===== src/rtl/rot_pkg.sv =====
// Shared codes and helpers for the tile-rotation address engines.
package rot_pkg;

  typedef enum logic [1:0] {DEG_0 = 2'd0, DEG_90 = 2'd1, DEG_180 = 2'd2, DEG_270 = 2'd3} deg_e;
  typedef enum logic {DIR_CW = 1'b0, DIR_CCW = 1'b1} dir_e;
  typedef enum logic [1:0] {IDLE = 2'd0, RUN = 2'd1, FLUSH = 2'd2, DONE = 2'd3} state_e;

  // Fold direction into a clockwise quarter-turn count.
  function automatic logic [1:0] eff_deg(input logic [1:0] deg, input logic dir);
    return (dir_e'(dir) == DIR_CCW) ? 2'(2'd0 - deg) : deg;
  endfunction

endpackage


===== src/rtl/rot_coord_map.sv =====
// Maps an output coordinate to its source coordinate for a clockwise
// rotation followed by an optional horizontal mirror.
module rot_coord_map
  import rot_pkg::*;
#(
  parameter int TILE  = 8,
  parameter int CNT_W = $clog2(TILE)
) (
  input  logic [CNT_W-1:0] r,
  input  logic [CNT_W-1:0] c,
  input  logic [1:0]       deg_cw,
  input  logic             mirror,
  output logic [CNT_W-1:0] src_r,
  output logic [CNT_W-1:0] src_c
);

  logic [CNT_W-1:0] cm;

  // TILE is a power of two, so (TILE-1) - x is just ~x.
  always_comb begin
    cm    = mirror ? ~c : c;
    src_r = r;
    src_c = cm;
    case (deg_e'(deg_cw))
      DEG_0:   begin src_r = r;   src_c = cm; end
      DEG_90:  begin src_r = ~cm; src_c = r;  end
      DEG_180: begin src_r = ~r;  src_c = ~cm; end
      DEG_270: begin src_r = cm;  src_c = ~r; end
      default: ;
    endcase
  end

endmodule


===== src/rtl/rot_tile_addr_gen.sv =====
// Two-stage read/write address generator for rotating one square tile:
// stage 1 issues source reads, stage 2 issues the aligned destination writes.
module rot_tile_addr_gen
  import rot_pkg::*;
#(
  parameter int TILE     = 8,
  parameter int CHANNELS = 3
) (
  input  logic                                           I_RA_HCLK,
  input  logic                                           I_RA_RESET,
  input  logic                                           I_RA_START,
  input  logic                                           I_RA_ABORT,
  input  logic [1:0]                                     I_RA_DEGREES,
  input  logic                                           I_RA_DIRECTION,
  input  logic                                           I_RA_MIRROR,
  input  logic [$clog2(TILE):0]                          I_RA_VALID_W,
  input  logic [$clog2(TILE):0]                          I_RA_VALID_H,
  input  logic                                           I_RA_STALL,
  output logic                                           O_RA_RD_EN,
  output logic [CHANNELS*$clog2(TILE*TILE*CHANNELS)-1:0] O_RA_SRC_ADDR,
  output logic                                           O_RA_WR_EN,
  output logic [CHANNELS*$clog2(TILE*TILE*CHANNELS)-1:0] O_RA_DST_ADDR,
  output logic                                           O_RA_PAD,
  output logic                                           O_RA_BUSY,
  output logic                                           O_RA_DONE
);

  localparam int CNT_W  = $clog2(TILE);
  localparam int ADDR_W = $clog2(TILE*TILE*CHANNELS);
  localparam int VEC_W  = CHANNELS*ADDR_W;
  localparam logic [CNT_W:0] TILE_V = (CNT_W+1)'(TILE);

  state_e             state_q, state_d;
  logic [1:0]         deg_q, deg_d;
  logic               mir_q, mir_d;
  logic [CNT_W:0]     vw_q, vw_d, vh_q, vh_d;
  logic [CNT_W-1:0]   row_q, row_d, col_q, col_d;
  logic               v1_q, v1_d, rd_q, rd_d, pad1_q, pad1_d;
  logic [VEC_W-1:0]   src_q, src_d, dst1_q, dst1_d, dst_q, dst_d;
  logic               wr_q, wr_d, pad_q, pad_d, busy_q, busy_d, done_q, done_d;

  logic               idle, issue, adv, last, pix_pad;
  logic [1:0]         in_deg, cur_deg;
  logic               cur_mir;
  logic [CNT_W:0]     in_vw, in_vh, cur_vw, cur_vh;
  logic [CNT_W-1:0]   src_r, src_c;
  logic [VEC_W-1:0]   src_w, dst_w;

  // While idle the mapper sees the live inputs so pixel 0 issues on the start edge.
  assign idle    = (state_q == IDLE);
  assign in_deg  = eff_deg(I_RA_DEGREES, I_RA_DIRECTION);
  assign in_vw   = (I_RA_VALID_W == '0 || I_RA_VALID_W > TILE_V) ? TILE_V : I_RA_VALID_W;
  assign in_vh   = (I_RA_VALID_H == '0 || I_RA_VALID_H > TILE_V) ? TILE_V : I_RA_VALID_H;
  assign cur_deg = idle ? in_deg      : deg_q;
  assign cur_mir = idle ? I_RA_MIRROR : mir_q;
  assign cur_vw  = idle ? in_vw       : vw_q;
  assign cur_vh  = idle ? in_vh       : vh_q;
  assign last    = (row_q == '1) && (col_q == '1);

  rot_coord_map #(.TILE(TILE), .CNT_W(CNT_W)) u_map (
    .r(row_q), .c(col_q), .deg_cw(cur_deg), .mirror(cur_mir),
    .src_r(src_r), .src_c(src_c)
  );

  assign pix_pad = ({1'b0, src_c} >= cur_vw) || ({1'b0, src_r} >= cur_vh);

  for (genvar k = 0; k < CHANNELS; k++) begin : g_ch
    assign src_w[k*ADDR_W +: ADDR_W] = ADDR_W'({src_r, src_c}) * ADDR_W'(CHANNELS) + ADDR_W'(k);
    assign dst_w[k*ADDR_W +: ADDR_W] = ADDR_W'({row_q, col_q}) * ADDR_W'(CHANNELS) + ADDR_W'(k);
  end

  always_comb begin
    state_d = state_q; deg_d = deg_q; mir_d = mir_q; vw_d = vw_q; vh_d = vh_q;
    row_d = row_q; col_d = col_q;
    v1_d = v1_q; rd_d = rd_q; pad1_d = pad1_q; src_d = src_q; dst1_d = dst1_q;
    wr_d = wr_q; pad_d = pad_q; dst_d = dst_q; busy_d = busy_q; done_d = done_q;
    issue = 1'b0;
    adv   = 1'b0;
    case (state_q)
      IDLE: if (I_RA_START) begin
        state_d = RUN; deg_d = in_deg; mir_d = I_RA_MIRROR; vw_d = in_vw; vh_d = in_vh;
        busy_d = 1'b1; issue = 1'b1; adv = 1'b1;
      end
      RUN: if (!I_RA_STALL) begin
        issue = 1'b1; adv = 1'b1;
        if (last) state_d = FLUSH;
      end
      FLUSH: if (!I_RA_STALL) begin
        adv = 1'b1;
        if (wr_q && !v1_q) begin state_d = DONE; done_d = 1'b1; end
      end
      DONE: begin state_d = IDLE; done_d = 1'b0; busy_d = 1'b0; end
      default: state_d = IDLE;
    endcase
    if (adv) begin
      v1_d   = issue;
      rd_d   = issue & ~pix_pad;
      pad1_d = issue & pix_pad;
      if (issue) begin src_d = src_w; dst1_d = dst_w; end
      wr_d  = v1_q;
      pad_d = pad1_q;
      if (v1_q) dst_d = dst1_q;
    end
    if (issue) begin
      col_d = col_q + 1'b1;
      if (col_q == '1) row_d = row_q + 1'b1;
    end
    if (I_RA_ABORT) begin
      state_d = IDLE; row_d = '0; col_d = '0;
      v1_d = 1'b0; rd_d = 1'b0; pad1_d = 1'b0; wr_d = 1'b0; pad_d = 1'b0;
      busy_d = 1'b0; done_d = 1'b0;
    end
  end

  always_ff @(posedge I_RA_HCLK or posedge I_RA_RESET) begin
    if (I_RA_RESET) begin
      state_q <= IDLE; deg_q <= '0; mir_q <= 1'b0; vw_q <= '0; vh_q <= '0;
      row_q <= '0; col_q <= '0;
      v1_q <= 1'b0; rd_q <= 1'b0; pad1_q <= 1'b0; src_q <= '0; dst1_q <= '0;
      wr_q <= 1'b0; pad_q <= 1'b0; dst_q <= '0; busy_q <= 1'b0; done_q <= 1'b0;
    end else begin
      state_q <= state_d; deg_q <= deg_d; mir_q <= mir_d; vw_q <= vw_d; vh_q <= vh_d;
      row_q <= row_d; col_q <= col_d;
      v1_q <= v1_d; rd_q <= rd_d; pad1_q <= pad1_d; src_q <= src_d; dst1_q <= dst1_d;
      wr_q <= wr_d; pad_q <= pad_d; dst_q <= dst_d; busy_q <= busy_d; done_q <= done_d;
    end
  end

  assign O_RA_RD_EN    = rd_q & ~I_RA_STALL;
  assign O_RA_WR_EN    = wr_q & ~I_RA_STALL;
  assign O_RA_SRC_ADDR = src_q;
  assign O_RA_DST_ADDR = dst_q;
  assign O_RA_PAD      = pad_q;
  assign O_RA_BUSY     = busy_q;
  assign O_RA_DONE     = done_q;

endmodule


===== config.mk =====
export PLATFORM = sky130hd
export DESIGN_NAME = rot_tile_addr_gen
export DESIGN_NICKNAME = d
export VERILOG_FILES = /design/src/rtl/rot_pkg.sv /design/src/rtl/rot_coord_map.sv /design/src/rtl/rot_tile_addr_gen.sv
export SDC_FILE = /design/constraint.sdc
export NUM_CORES = 1
export LEC_CHECK = 0
export ABC_AREA = 1
export ABC_CLOCK_PERIOD_IN_PS = 4600
export CORE_ASPECT_RATIO = 0.6
export CORE_MARGIN = 10
export CORE_UTILIZATION = 40
export CTS_BUF_LIST = sky130_fd_sc_hd__clkbuf_2
export DETAILED_ROUTE_END_ITERATION = 16
export PLACE_DENSITY = 0.67
export SKIP_LAST_GASP = 1
export SYNTH_ARGS = -nofsm -noshare
export SYNTH_HDL_FRONTEND = slang
export SYNTH_HIERARCHICAL = 1
export SYNTH_SLANG_ARGS = --single-unit

===== constraint.sdc =====
create_clock -name I_RA_HCLK -period 4.6 [get_ports I_RA_HCLK]
set_clock_uncertainty 0.2 [all_clocks]
set_input_delay 0.92 -clock I_RA_HCLK [delete_from_list [all_inputs] [get_ports I_RA_HCLK]]
set_output_delay 0.92 -clock I_RA_HCLK [all_outputs]
set_load 0.03 [all_outputs]

[Word-level counts from Yosys, hierarchy flattened]
Cells that the tools add are included.
Word-level totals
  flip-flop bits (word level): 98
  latch bits: 0
  bits in writable memories: 0
  memory bits (read-only): 0
  bits of input ports: 17
  output and inout port bits: 53
  logic and storage cells: 118
  memories kept: 0
Operators by class
  $add $sub $neg: 7
  $mul: 2
  div/mod/pow operators: 0
  magnitude comparators: 4
  equality and inequality tests: 13
  shift-type cells: 0
  multiplexer cells: 43
  bitwise logic cells: 9
  reductions and logical operators: 23
Operators with widths (number)
  case mux 3 bit (4 select lines): 2
  2-to-1 mux 1 bit: 18
  2-to-1 mux 3 bit: 6
  adder 8 x 1 -> 8 bit (second input constant): 2
  adder 8 x 2 -> 8 bit (second input constant): 2
  multiplier 6 x 2 -> 8 bit (second input constant): 2
  2-to-1 mux 2 bit: 8
  2-to-1 mux 4 bit: 4
  inequality test 3 bit (second input constant): 5
  AND reduction 2 bit: 5
  NOT 3 bit: 3
  equality test 2 bit (second input constant): 4
  greater-or-equal comparator 3 x 4 -> 1 bit: 2
  greater-than comparator 4 bit (second input constant): 2
  zero test 4 bit: 2
  case mux 1 bit (2 select lines): 4
  case mux 2 bit (4 select lines): 1
  adder 3 x 1 -> 3 bit (second input constant): 2
  equality test 3 bit (second input constant): 2
  nonzero test 2 bit: 3
  nonzero test 3 bit: 2
  AND reduction 5 bit: 1
  AND 1 bit: 4
  equality test 2 x 1 -> 1 bit (second input constant): 2
  8 further kinds: 13

[Logic depth before layout (Yosys ltp)]
  depth in word-level cells: 11
  depth in mapped cells: 23
  gate-level depth less buffers: 21

[Hierarchy]
The synthesis kept the hierarchy.
Modules (own cells, without submodules)
  rot_tile_addr_gen: instances 1, cells an instance 595, area each 5124.9 µm², sequential area each 2377.3 µm²
  rot_coord_map: instances 1, cells an instance 55, area each 247.7 µm², sequential area each 0.0 µm²

[Worst setup path after synthesis]
OpenSTA, ideal clock, no wires.
  path kind: input -> register
  from: input I_RA_DIRECTION
  to: register src_q[23], in the netlist O_RA_SRC_ADDR[23]
  data arrival time: 3756 ps
  required time: 4283 ps
  path slack: 526 ps
  stages on the path: 16
  cell sequence: nand2_1 -> xor2_1 -> o21ai_0 -> nor2_1 -> nand3_1 -> nand4_1 -> ha_1 -> fa_1 -> ha_1 -> inv_1 -> nor2_1 -> nand3_1 -> nor2_1 -> nand3_1 -> nand3_1 -> nand2_1
On the way
  word-level cells in the longest chain between the ends: 6
  elaborated cells between the ends (all ways): 10
  those cells by class: add/sub: 1; mul: 1; eq/ne: 3; mux: 4; reduce/logical: 1
RTL lines
  from (decl): RTL line rot_tile_addr_gen.sv:14  | input logic I_RA_DIRECTION,
  2-to-1 mux 2 bit *: RTL line rot_pkg.sv:10  | return (dir_e'(dir) == DIR_CCW) ? 2'(2'd0 - deg) : deg;
  2-to-1 mux 2 bit *: RTL line rot_tile_addr_gen.sv:54  | assign cur_deg = idle ? in_deg : deg_q;
  net cur_deg[1]: RTL line rot_tile_addr_gen.sv:43  | logic [1:0] in_deg, cur_deg;
  equality test 2 bit (tied with other cells): RTL line rot_coord_map.sv:24  | case (deg_e'(deg_cw))
  case mux 3 bit (4 select lines) *: RTL line rot_coord_map.sv:24
  net src_c[0]: RTL line rot_tile_addr_gen.sv:46  | logic [CNT_W-1:0] src_r, src_c;
  multiplier 6 x 2 -> 8 bit *
  net src_w[2]: RTL line rot_tile_addr_gen.sv:47  | logic [VEC_W-1:0] src_w, dst_w;
  adder 8 x 2 -> 8 bit *: RTL line rot_tile_addr_gen.sv:68  | assign src_w[k*ADDR_W +: ADDR_W] = ADDR_W'({src_r, src_c}) * ADDR_W'(CHANNELS) + ADDR_W'(k);
  to (signal assigned): RTL line rot_tile_addr_gen.sv:124  | v1_q <= v1_d; rd_q <= rd_d; pad1_q <= pad1_d; src_q <= src_d; dst1_q <= dst1_d;
  to (decl): RTL line rot_tile_addr_gen.sv:39  | logic [VEC_W-1:0] src_q, src_d, dst1_q, dst1_d, dst_q, dst_d;
The timed path passes the listed nets; every way through them passes the cells marked *.
A chain may end at the register's enable or synchronous reset.

[Worst setup path in the final report]
  from: register state_q[0]
  to: register src_q[15], in the netlist O_RA_SRC_ADDR[15]
On the way
  elaborated cells between the ends (all ways): 19
  those cells by class: add/sub: 1; mul: 1; eq/ne: 5; mux: 7; bitwise: 1; reduce/logical: 4
RTL lines
  from (decl): RTL line rot_tile_addr_gen.sv:33  | state_e state_q, state_d;
  from (signal assigned): RTL line rot_tile_addr_gen.sv:122  | state_q <= state_d; deg_q <= deg_d; mir_q <= mir_d; vw_q <= vw_d; vh_q <= vh_d;
  zero test 2 bit *: RTL line rot_tile_addr_gen.sv:50  | assign idle = (state_q == IDLE);
  2-to-1 mux 2 bit *: RTL line rot_tile_addr_gen.sv:54
  net cur_deg[1]: RTL line rot_tile_addr_gen.sv:43
  equality test 2 bit (tied with other cells): RTL line rot_coord_map.sv:24
  case mux 3 bit (4 select lines) *: RTL line rot_coord_map.sv:24
  net src_c[1]: RTL line rot_tile_addr_gen.sv:46
  multiplier 6 x 2 -> 8 bit *: RTL line rot_tile_addr_gen.sv:68
  adder 8 x 1 -> 8 bit *: RTL line rot_tile_addr_gen.sv:68
Marks and branches as above.

==> results by group <==
Die
  • IO Pins: 70
  • Die area: roughly 0.019 sq mm
  • Die Span X: between 150 and 200 um
  • Core area: around 0.013 sq mm
  • Die Y: ~110 um
  • Initial Utilization: between 40% and 50%
  • Rows: 32

Worst setup path
  • Crit path launch type: register
  • Critical Path Max Stage Delay: around 0.5 ns
  • Crit-path slowest cell: dfrtp_1
  • RR Endpoint: O_RA_SRC_ADDR[15]
  • R2R setup slack: 0.60 ns
  • CP cell instances: inv_1 > ha_1 > inv_1 > o21ai_0 > buf_4 > nor2_1 > nand3_1 > nand4_1 > ha_1 > fa_1 > nand3_1 > nand2_1 > nand2_1 > nand2_1 > nor2_2 > nand3_1 > nand2_1 > nand2_1 > nand2_1
  • Worst Path Arrival: roughly 4.4 ns
  • CP endpoint kind: register
  • Origin of the critical flop-to-flop path: state_q[0]
  • Worst-path fanout max: 13
  • Critical path capture point: O_RA_SRC_ADDR[15]
  • Critical path class: register to register
  • R2R cell count: 19
  • Crit. Startpoint: state_q[0]
  • Crit-path most repeated cell: nand2_1
  • Critical Path RT: between 4 and 5 ns

Synth
  • Mapped Area: between 0.005 and 0.006 sq mm
  • Share of flip-flops with an asynchronous set or reset: 100%
  • Ys Warns: 6
  • Syn avg cell area: between 8 and 9 sq um
  • Sequential area share after synthesis: approximately 44%
  • Seq cells post-synth: 95
  • Synth Instances: between 600 and 700
  • Most used DFF post-synth: dfrtp_1
  • Syn_nets: ~700
  • Netlist cell types: 37
  • Post-synth EDFFs: 0

Clocking
  • Clock latency at the later pin of the worst-skew pair: 0.61 ns
  • Num Clock Sinks: between 90 and 100
  • CTS tree: yes
  • Reg clk slew, reported paths: around 0.31 ns
  • H-tree depth: 3
  • CTS buffer count: 9
  • Hold Buf Count CTS: 0
  • Clock buffer depth: 2
  • Clock Tree Root: clkbuf_2
  • Setup bufs post-CTS: 0
  • Number of gates resized after CTS: 0

Hold path
  • Hold WC Path Type: register to register

Global route
  • Global-route usage over all layers: between 10% and 20%
  • First-pass GRT wire length: 22700 um
  • Initial antenna violation count: 0
  • Largest net degree at the start of global routing: between 60 and 70
  • Vias in the first global route: between 4000 and 5000
  • GRT overflow: 0

STA
  • Max Freq: roughly 250 MHz
  • Setup TNS: 0 ns
  • Worst rel slew slack: between 50% and 60%
  • Slew at the pin closest to its max-slew limit: ~0.7 ns
  • Final hold viol count: 0
  • Hold_ws: ~0.32 ns
  • Endpoints failing setup: 0
  • Tmin final: between 4 and 5 ns
  • RSZ-0062 raised after global routing: false
  • Final Slew Violations: 0
  • Fin crit share: between 80 and 90%

Place
  • Port bufs: just under 70
  • Routability cong.: between 0.9 and 1
  • Detailed-placement wirelength estimate: roughly 9900 um

Drt
  • Starting DRT DRC Count: just over 400
  • Post-route DRC violation count: 0
  • DRT Pass-1 Iters: 5
  • Avg WL per Cell: about 15 um
  • Vias: between 4000 and 5000
  • Final Routed Wirelength: 13100 um
  • Post-route ant nets: 0
  • Via/cell ratio: ~5.1

Cells and area
  • Diode count: 0
  • Nets: 769
  • Layout fillers: about 1200
  • Area growth syn-to-layout: 17.9%
  • Share of cells above drive strength 1: 8.00%

Status
  • Status: completed

Flow run
  • Max-cap violations: 0
cell usage after synthesis, drive strengths merged (3+ instances only):
cell / count / area share (%)
ha: 30 / 7.0
mux2: 23 / 4.8
nand4: 11 / 1.3
o21ai: 54 / 5.1
nor2: 35 / 3.2
xor2: 7 / 1.1
nand3: 59 / 5.7
nand2: 196 / 14
inv: 82 / 5.7
buf: 13 / 2.0
xnor2: 3 / 0.63
o21a: 6 / 0.84
o31ai: 6 / 0.84
clkbuf: 6 / 0.42
dfrtp: 95 / 44
a21oi: 12 / 1.1
cells by family after synthesis:
logic type / after synthesis / synth area share, %
muxes: 23 / 4.82
adders and majority gates: 32 / 7.73
and+or+nand+nor: 304 / 24.5
xor gates and xnor gates: 10 / 1.77
DFF: 95 / 44.2
AOI/OAI and AO/OA: 84 / 8.69
buffers and inverters: 102 / 8.22
layer usage:
layer	track usage [%]	routed length [um]	vias up
li1	-	-	2240
met1	19.5	6330	2164
met2	23.0	5700	134
met3	4.33	892	26
met4	4.05	155	0
met5	0	0	-
worst min-delay path by stage:
stage | cells past startpoint | slack, ns | from | endpoint
final | 2 | 0.32 | O_RA_SRC_ADDR[17] | O_RA_SRC_ADDR[17]
after global routing | 2 | 0.35 | vw_q[0] | vw_q[0]
after CTS | 2 | 0.33 | O_RA_SRC_ADDR[17] | O_RA_SRC_ADDR[17]
after detailed placement | 2 | 0.27 | dst1_q[16] | dst1_q[16]
after global placement | 2 | 0.27 | vh_q[2] | vh_q[2]
after floorplan | 2 | 0.24 | dst1_q[22] | dst1_q[22]
worst max-delay path: cells and delay by family (launching register included):
family	cells	cell delay, ns
flip-flops	1	0.49
AND/OR/NAND/NOR	12	1.51
buffers and inverters	3	0.53
AO/OA/AOI/OAI	1	0.22
adder cells (fa/ha/maj)	3	0.99
metrics by stage:
step / area, sq um / worst slack [ns] / utilization [%] / instances
final: 6330 / 0.599 / 48.7 / 895
after global routing: 6330 / 0.229 / 48.7 / 895
after global placement: 6220 / 0.356 / 47.8 / 879
after CTS: 6330 / 0.626 / 48.7 / 895
after floorplan: 5370 / 0.526 / - / 650
after detailed placement: 6220 / 0.234 / 47.8 / 879
layout make-up:
class | count | area [sq um] | share of cell area [%]
Clock buffer | 9 | 45.0 | 0.711
Clock inverter | 7 | 72.6 | 1.15
Inverter | 83 | 314 | 4.96
Multi-Input combinational cell | 453 | 2550 | 40.3
Sequential cell | 95 | 2380 | 37.5
Tap cell | 170 | 213 | 3.36
Timing Repair Buffer | 78 | 758 | 12.0
placed cells by master (no fill, tap or decap), types with 2 or more instances in the layout:
master / Yosys / layout
buf_4: 4 / 9
fa_1: 2 / 2
nand4_1: 11 / 11
nand2_1: 191 / 191
o21ai_0: 42 / 42
o21a_1: 6 / 6
a21boi_0: 2 / 2
o31ai_1: 6 / 6
nand3_1: 57 / 57
xor2_1: 7 / 7
inv_1: 78 / 77
nor2_4: 3 / 3
clkdlybuf4s50_1: 0 / 69
nor3_1: 2 / 2
nand3_2: 2 / 2
nand2_2: 4 / 4
ha_1: 30 / 30
o21ai_1: 11 / 11
xnor2_1: 2 / 2
mux2_1: 10 / 10
a21oi_1: 12 / 12
inv_6: 0 / 2
clkbuf_2: 0 / 9
mux2_2: 13 / 13
inv_8: 0 / 2
inv_2: 4 / 4
clkinv_2: 1 / 2
o22ai_1: 2 / 2
dfrtp_1: 95 / 95
nor2_1: 30 / 30
flip-flops by register name (all words and copies together) (netlist names), 2 cells and up:
signal / flops
row_q: 3
col_q: 3
deg_q: 2
O_RA_DST_ADDR: 23
dst1_q: 23
vw_q: 4
vh_q: 4
state_q: 2
O_RA_SRC_ADDR: 23
Power is not shown: default switching activity piles up to over one toggle a cycle in this logic, so the estimate is an artifact.
